### config.mk
export PLATFORM = sky130hd
export DESIGN_NAME = snake_key_event
export DESIGN_NICKNAME = d
export VERILOG_FILES = /design/src/rtl/snake_key_event.sv
export SDC_FILE = /design/constraint.sdc
export NUM_CORES = 1
export LEC_CHECK = 0
export ABC_CLOCK_PERIOD_IN_PS = 2000
export CORE_MARGIN = 8
export CORE_UTILIZATION = 35
export DETAILED_ROUTE_END_ITERATION = 10
export GPL_TIMING_DRIVEN = 0
export HOLD_SLACK_MARGIN = 0.08
export PLACE_DENSITY = 0.69
export SLEW_MARGIN = 20
export SYNTH_ARGS = -nofsm -noshare
export SYNTH_HDL_FRONTEND = slang
export SYNTH_SLANG_ARGS = --single-unit
export TNS_END_PERCENT = 1
### constraint.sdc
create_clock -name clk -period 2 [get_ports clk]
set_clock_uncertainty 0.15 [all_clocks]
set_input_delay 0.4 -clock clk [delete_from_list [all_inputs] [get_ports clk]]
set_output_delay 0.4 -clock clk [all_outputs]
set_load 0.02 [all_outputs]
### src/rtl/snake_key_event.sv
// snake_key_event: turns four debounced direction-key levels into discrete
// direction events for the snake game FSM.
//
// How it works:
//   - Detects press edges on the keys.
//   - Arbitrates simultaneous presses; the lowest index wins.
//   - Tracks the owning key through an IDLE/HOLD(/REPEAT) FSM.
//   - Delivers events through a one-entry valid/ready buffer.
//
// Build option: define SNAKE_KEY_EVENT_REPEAT_EN to enable hold-to-repeat
// events. Without it the FSM only tracks press/takeover/release and
// evt_repeat is tied to 0.
//
// Handshake: an event is transferred on a rising edge where
// evt_valid && evt_ready.
//   - While evt_valid=1 and evt_ready=0, evt_dir/evt_repeat stay stable,
//     except when a fresh press event overwrites the pending entry.
//   - A repeat event that finds the buffer full and not draining is dropped.
module snake_key_event #(
   parameter int HOLD_CYCLES   = 1_000,
   parameter int REPEAT_CYCLES = 250
) (
   input  logic       clk,
   input  logic       rst,
   input  logic [3:0] key_v,
   input  logic       evt_ready,
   output logic       evt_valid,
   output logic [1:0] evt_dir,
   output logic       evt_repeat,
   output logic       held
);

   // Both intervals must be at least two cycles long.
   if (HOLD_CYCLES < 2 || REPEAT_CYCLES < 2) begin : g_param_check
      $error("snake_key_event: HOLD_CYCLES and REPEAT_CYCLES must be >= 2");
   end

`ifdef SNAKE_KEY_EVENT_REPEAT_EN
   typedef enum logic [1:0] {
      IDLE   = 2'd0,
      HOLD   = 2'd1,
      REPEAT = 2'd2
   } state_t;

   localparam int MAXC = (HOLD_CYCLES > REPEAT_CYCLES) ? HOLD_CYCLES : REPEAT_CYCLES;
   localparam int CW   = (MAXC > 2) ? $clog2(MAXC) : 1;
   localparam logic [CW-1:0] HOLD_LAST = CW'(HOLD_CYCLES - 1);
   localparam logic [CW-1:0] REP_LAST  = CW'(REPEAT_CYCLES - 1);

   logic [CW-1:0] cnt;
   logic [CW-1:0] cnt_n;
   logic          emit_rep;
`else
   typedef enum logic {
      IDLE = 1'b0,
      HOLD = 1'b1
   } state_t;
`endif

   state_t     state;
   state_t     state_n;
   logic [3:0] key_prev;
   logic [3:0] press;
   logic [3:0] takeover;
   logic [1:0] owner;
   logic [1:0] owner_n;
   logic       emit;
   logic [1:0] emit_dir;
   logic       consume;
   logic       load;

   // Lowest set index wins: up > down > left > right.
   function automatic logic [1:0] pick(input logic [3:0] v);
      logic [1:0] r;
      casez (v)
         4'b???1: r = 2'd0;
         4'b??10: r = 2'd1;
         4'b?100: r = 2'd2;
         default: r = 2'd3;
      endcase
      return r;
   endfunction

   assign press    = key_v & ~key_prev;
   // The owner cannot produce an edge while it is held; masking it keeps the
   // takeover test to "some other key".
   assign takeover = press & ~(4'b0001 << owner);
   assign consume  = evt_valid & evt_ready;

`ifdef SNAKE_KEY_EVENT_REPEAT_EN
   // Press events always land; repeat events need a free or draining slot.
   assign load = emit & (~evt_valid | consume | ~emit_rep);
`else
   assign load = emit;
   assign evt_repeat = 1'b0;
`endif

   // Next-state, owner, counter and event-emit decisions.
   always_comb begin
      state_n  = state;
      owner_n  = owner;
      emit     = 1'b0;
      emit_dir = owner;
`ifdef SNAKE_KEY_EVENT_REPEAT_EN
      emit_rep = 1'b0;
      cnt_n    = cnt;
`endif
      case (state)
         IDLE: begin
            if (|press) begin
               emit     = 1'b1;
               emit_dir = pick(press);
               owner_n  = pick(press);
               state_n  = HOLD;
`ifdef SNAKE_KEY_EVENT_REPEAT_EN
               cnt_n    = '0;
`endif
            end
         end
         default: begin
            // HOLD and REPEAT share takeover and release handling.
            if (|takeover) begin
               emit     = 1'b1;
               emit_dir = pick(takeover);
               owner_n  = pick(takeover);
               state_n  = HOLD;
`ifdef SNAKE_KEY_EVENT_REPEAT_EN
               cnt_n    = '0;
`endif
            end else if (!key_v[owner]) begin
               state_n = IDLE;
            end
`ifdef SNAKE_KEY_EVENT_REPEAT_EN
            else if (cnt == ((state == REPEAT) ? REP_LAST : HOLD_LAST)) begin
               emit     = 1'b1;
               emit_rep = 1'b1;
               cnt_n    = '0;
               state_n  = REPEAT;
            end else begin
               cnt_n = cnt + 1'b1;
            end
`endif
         end
      endcase
   end

   // Key history, FSM state, owner, counter and the registered held flag.
   always_ff @(posedge clk) begin
      if (rst) begin
         key_prev <= 4'b1111;
         state    <= IDLE;
         owner    <= 2'd0;
         held     <= 1'b0;
`ifdef SNAKE_KEY_EVENT_REPEAT_EN
         cnt      <= '0;
`endif
      end else begin
         key_prev <= key_v;
         state    <= state_n;
         owner    <= owner_n;
         held     <= (state_n != IDLE);
`ifdef SNAKE_KEY_EVENT_REPEAT_EN
         cnt      <= cnt_n;
`endif
      end
   end

   // One-entry event buffer: load, overwrite, or drain.
   always_ff @(posedge clk) begin
      if (rst) begin
         evt_valid  <= 1'b0;
         evt_dir    <= 2'd0;
`ifdef SNAKE_KEY_EVENT_REPEAT_EN
         evt_repeat <= 1'b0;
`endif
      end else if (load) begin
         evt_valid  <= 1'b1;
         evt_dir    <= emit_dir;
`ifdef SNAKE_KEY_EVENT_REPEAT_EN
         evt_repeat <= emit_rep;
`endif
      end else if (consume) begin
         evt_valid <= 1'b0;
      end
   end

endmodule

=== After elaboration in Yosys (flattened, before gate mapping) ===
Cells that the tools add are included.
Widths: inputs -> output; s select.

* Register bits after elaboration: 10
* Input port bits: 7
* Output and inout port bits: 5
* Word-level logic and storage cells: 34

* $lt $le $gt $ge: 1
* Eq/ne operators: 4
* Shift operators: 1
* Muxes and demuxes: 15
* Bitwise logic cells: 5
* Reductions and logical operators: 3

{| class="wikitable"
|+ Operators by type and width
! operator !! number
|-
| $pmux 2 s3 || 2
|-
| $mux 1 || 9
|-
| $and 4x4->4 || 2
|-
| $not 4->4 || 2
|-
| $reduce_or 4->1 || 2
|-
| $eq 3x3->1 const B || 2
|-
| $mux 2 || 3
|-
| $eq 2x2->1 const B || 2
|-
| $shl 1x2->4 const A || 1
|-
| $lt 2x3->1 const B || 1
|-
| $bmux 1 s2 || 1
|-
| $reduce_bool 2->1 || 1
|-
| $and 1x1->1 || 1
|}

=== Longest topological paths before layout ===
* Depth after elaboration: 7
* Gate-level depth with buffers: 4
* Mapped depth without buffers: 4

=== Worst setup path before layout ===
No wires, ideal clock.

* Kind: input to register
* Start point: in key_v[2]
* End point: reg evt_dir[1]
* Setup time: 0.100 ns
* Arrival time: 1.258 ns
* Data required time: 1.750 ns
* Slack: 0.492 ns
* Cell stages on the path: 4
* Buffers on the path: 0
* Cells stage by stage: and2b_2 > a21oi_1 > o211a_4 > a2111oi_4

* Cells in the longest elaborated chain, start to end: 6
* Elaborated cells between the ends (all ways): 14
* Those cells by class: 2 x eq/ne; 8 x mux; 2 x bitwise; 2 x reduce/logical

{| class="wikitable"
|+ Ends and longest elaborated chain
! element !! RTL line !! text
|-
| start, declared || 25 || <nowiki>input logic [3:0] key_v,</nowiki>
|-
| $and 4x4->4 (*) || 84 || <nowiki>assign press = key_v & ~key_prev;</nowiki>
|-
| $and 4x4->4 || 87 || <nowiki>assign takeover = press & ~(4'b0001 << owner);</nowiki>
|-
| $eq 3x3->1 || 75 || <nowiki>casez (v)</nowiki>
|-
| $pmux 2 s3 || 75 ||
|-
| $mux 2 || n/a ||
|-
| $mux 2 || 108 || <nowiki>case (state)</nowiki>
|-
| end signal, assigned || 178 || <nowiki>evt_dir <= emit_dir;</nowiki>
|-
| end, declared || 28 || <nowiki>output logic [1:0] evt_dir,</nowiki>
|}

Every way passes the cells marked *; elsewhere a longest branch is shown, timed or not.
A chain may end at the register's enable or synchronous reset.

=== Worst setup path in the final report ===
Ends and elaborated chain as after synthesis.

==> impl_results.md <==
- Worst EP required: 2020 ps
- Seq cells post-synth: 10
- Clk buf depth: 2
- Initial Utilization: 37.3%
- Layer with the highest usage: met2
- Port Buffer Count: 10
- Post-layout util: 47.7%
- Initial DRC Count: 16
- Synth top area share: 35.6%
- Total CTS buffers: 3
- Register area: 200 µm²
- Layout cell share with drive strength beyond 1: 19.2%
- DRC viols: 0
- Tmin final: 1830 ps
- Layout fillers: roughly 150
- Die height: 56.1 µm
- FMAX: between 500 and 600 MHz
- WS Path Type: input port to flop
- Status: finished, final reports clean
- Pwr dens: 784 nW/µm²
- Startpoint types: input port
- Area of the multi-input gates: 332 µm²
- Top Ports: 12
- RSZ-0062 raised after global routing: false
- Ys Warns: 0
- Final ANT Viol Nets: 0
- Post-synth top flop: dfxtp_1
- Post-Syn Instances: 59
- Vias: 474
- Final Total Pwr: 563 µW
- Post-CTS Hold Fix Bufs: 0
- Worst hold path type: flop to flop
- Wire length per cell: approximately 14 µm
- Origin of the critical flop-to-flop path: key_prev[2]$_SDFF_PP1_
- Pleak: 0.273 nW
- Hold wc startpoint: evt_valid$_SDFFE_PP0P_
- Max FO, Critical Path: 4
- Gr usage total: 8.16%
- H-tree levels: 1
- Fin. Hold Viols: 0
- Final worst slack: between 150 and 200 ps
- Site Rows: 14
- Area grow syn2layout: 27.8%
- GPL Wtd Cong: roughly 0.71
- Yosys top cell by area: dfxtp_1
- Syn Std Cell Area: 562 µm²
- Gates resized, CTS repair: 0
- CTS Sinks: 10
- First-pass GRT wire length: 2.08 mm
- Antenna diode count: 0
- Met2 usage: 13.0%
- Slew Limit Fails: 0
- Async SR Flop Fraction: 0%
- First drt pass iteration count: 4
- Gr ovfl total: 0
- Final setup vio count: 0
- CTS root buf: clkbuf_4
- Clock Latency Late Sink: 270 ps
- Post-DP HPWL: 931 µm
- Die ar.: 3140 µm²
- Via/cell ratio: around 5.3
- EDFF count, synth: 0
- Final net count: 81
- Top cells by area, synth: dfxtp_1, a2111oi_4, mux4_1
- Core Box Area: 1510 µm²
- Initial antenna violation count: 0
- GR Util met3: 2.74%
- Post-synthesis sequential area ratio: roughly 36%
- Vias in the first global route: between 500 and 600
- VDD IR max: 0.401 mV
- Most frequent cells in the layout: dfxtp_1, clkdlybuf4s50_1, inv_1
- Chip Width: between 50 and 60 µm
- Avg Inst Size Synth: 9.52 µm²
- Final worst-path cycle share: 91.6%
- Clk pin slew, worst setup/hold paths: 70 ps
- Max_cap viols: 0
- Clock tree from TritonCTS: done
- Setup bufs post-CTS: 0
- Worst Path Arrival: 1860 ps
- Setup crit start: key_v[2]
- Post-synthesis net count: 66
- Synth unique cells: 28
- Routed wire length: 1.24 mm
- Largest net degree at the start of global routing: 11
- Worst slack at placement: -98.1 ps
- Setup crit end kind: flop
- GRT met1 Usage: 8.98%
- Final hold slack: ~340 ps
-- worst max-delay path: stages --
cell	delay, ps
clkdlybuf4s50_1	500
and2b_2	210
a21oi_1	130
o211a_4	300
a2111oi_4	320
-- stage by stage --
| step | instance area [µm²] | TNS (ps) | instances |
|---|---|---|---|
| 6_report | 718 | 0 | 89 |
| 5_1_grt | 718 | 0 | 89 |
| 4_1_cts | 718 | 0 | 89 |
| 3_5_place_dp | 682 | -178 | 85 |
| 3_3_place_gp | 682 | -163 | 85 |
| 2_1_floorplan | 562 | 0 | 59 |
-- metal layers --
metal,vias to the layer above,routed length (µm),part of all wire [%]
met2,11,574,46
met4,0,19,1.5
met1,223,591,48
li1,238,-,-
met3,2,53,4.3
met5,-,0,0
-- report_power, final --
part	switching, mW	total [mW]	internal [mW]
sequential	0.0133	0.231	0.218
clock	0.0810	0.192	0.110
combinational	0.0694	0.140	0.0710
-- path summary, 6_finish.rpt --
| kind | endpoint | slack, ps | depth (start not counted) |
|---|---|---|---|
| max | evt_dir[1]$_SDFFE_PP0P_ | 170 | 5 |
| max reg2reg | evt_dir[1]$_SDFFE_PP0P_ | 430 | 4 |
| min reg2reg | evt_valid$_SDFFE_PP0P_ | 340 | 2 |
| min | evt_valid$_SDFFE_PP0P_ | 340 | 2 |
-- registers in the layout (all words and copies together), names as in the netlist --
signal,flops
owner,2
state,1
key_prev,4
evt_dir,2
evt_valid,1
-- final cells by class --
type	count	area share, %
clock buffers	4	5.05
repair buffers	10	13.9
inverters	5	2.61
well taps	16	2.79
plain buffers	2	1.57
flip-flops and latches	10	27.9
multi-input cells	42	46.2
-- synth_stat cells, types with 2 or more instances --
cell	instances
dfxtp_1	10
nor2b_1	4
inv_1	5
nor2_1	2
nor3b_1	2
nand2b_1	4
nand3_1	4
a21oi_1	3
o32ai_1	2
o2111ai_1	2
or2_2	4
-- cell families after synthesis --
| group | count (synthesis) | share of synthesized area [%] |
|---|---|---|
| AOI/OAI and AO/OA | 14 | 23.4 |
| buffers and inverters | 7 | 5.35 |
| DFF | 10 | 35.6 |
| muxes | 1 | 4.68 |
| other | 1 | 0.668 |
| and+or+nand+nor | 26 | 30.3 |
Note: power is estimated with default switching activity, not from simulation.
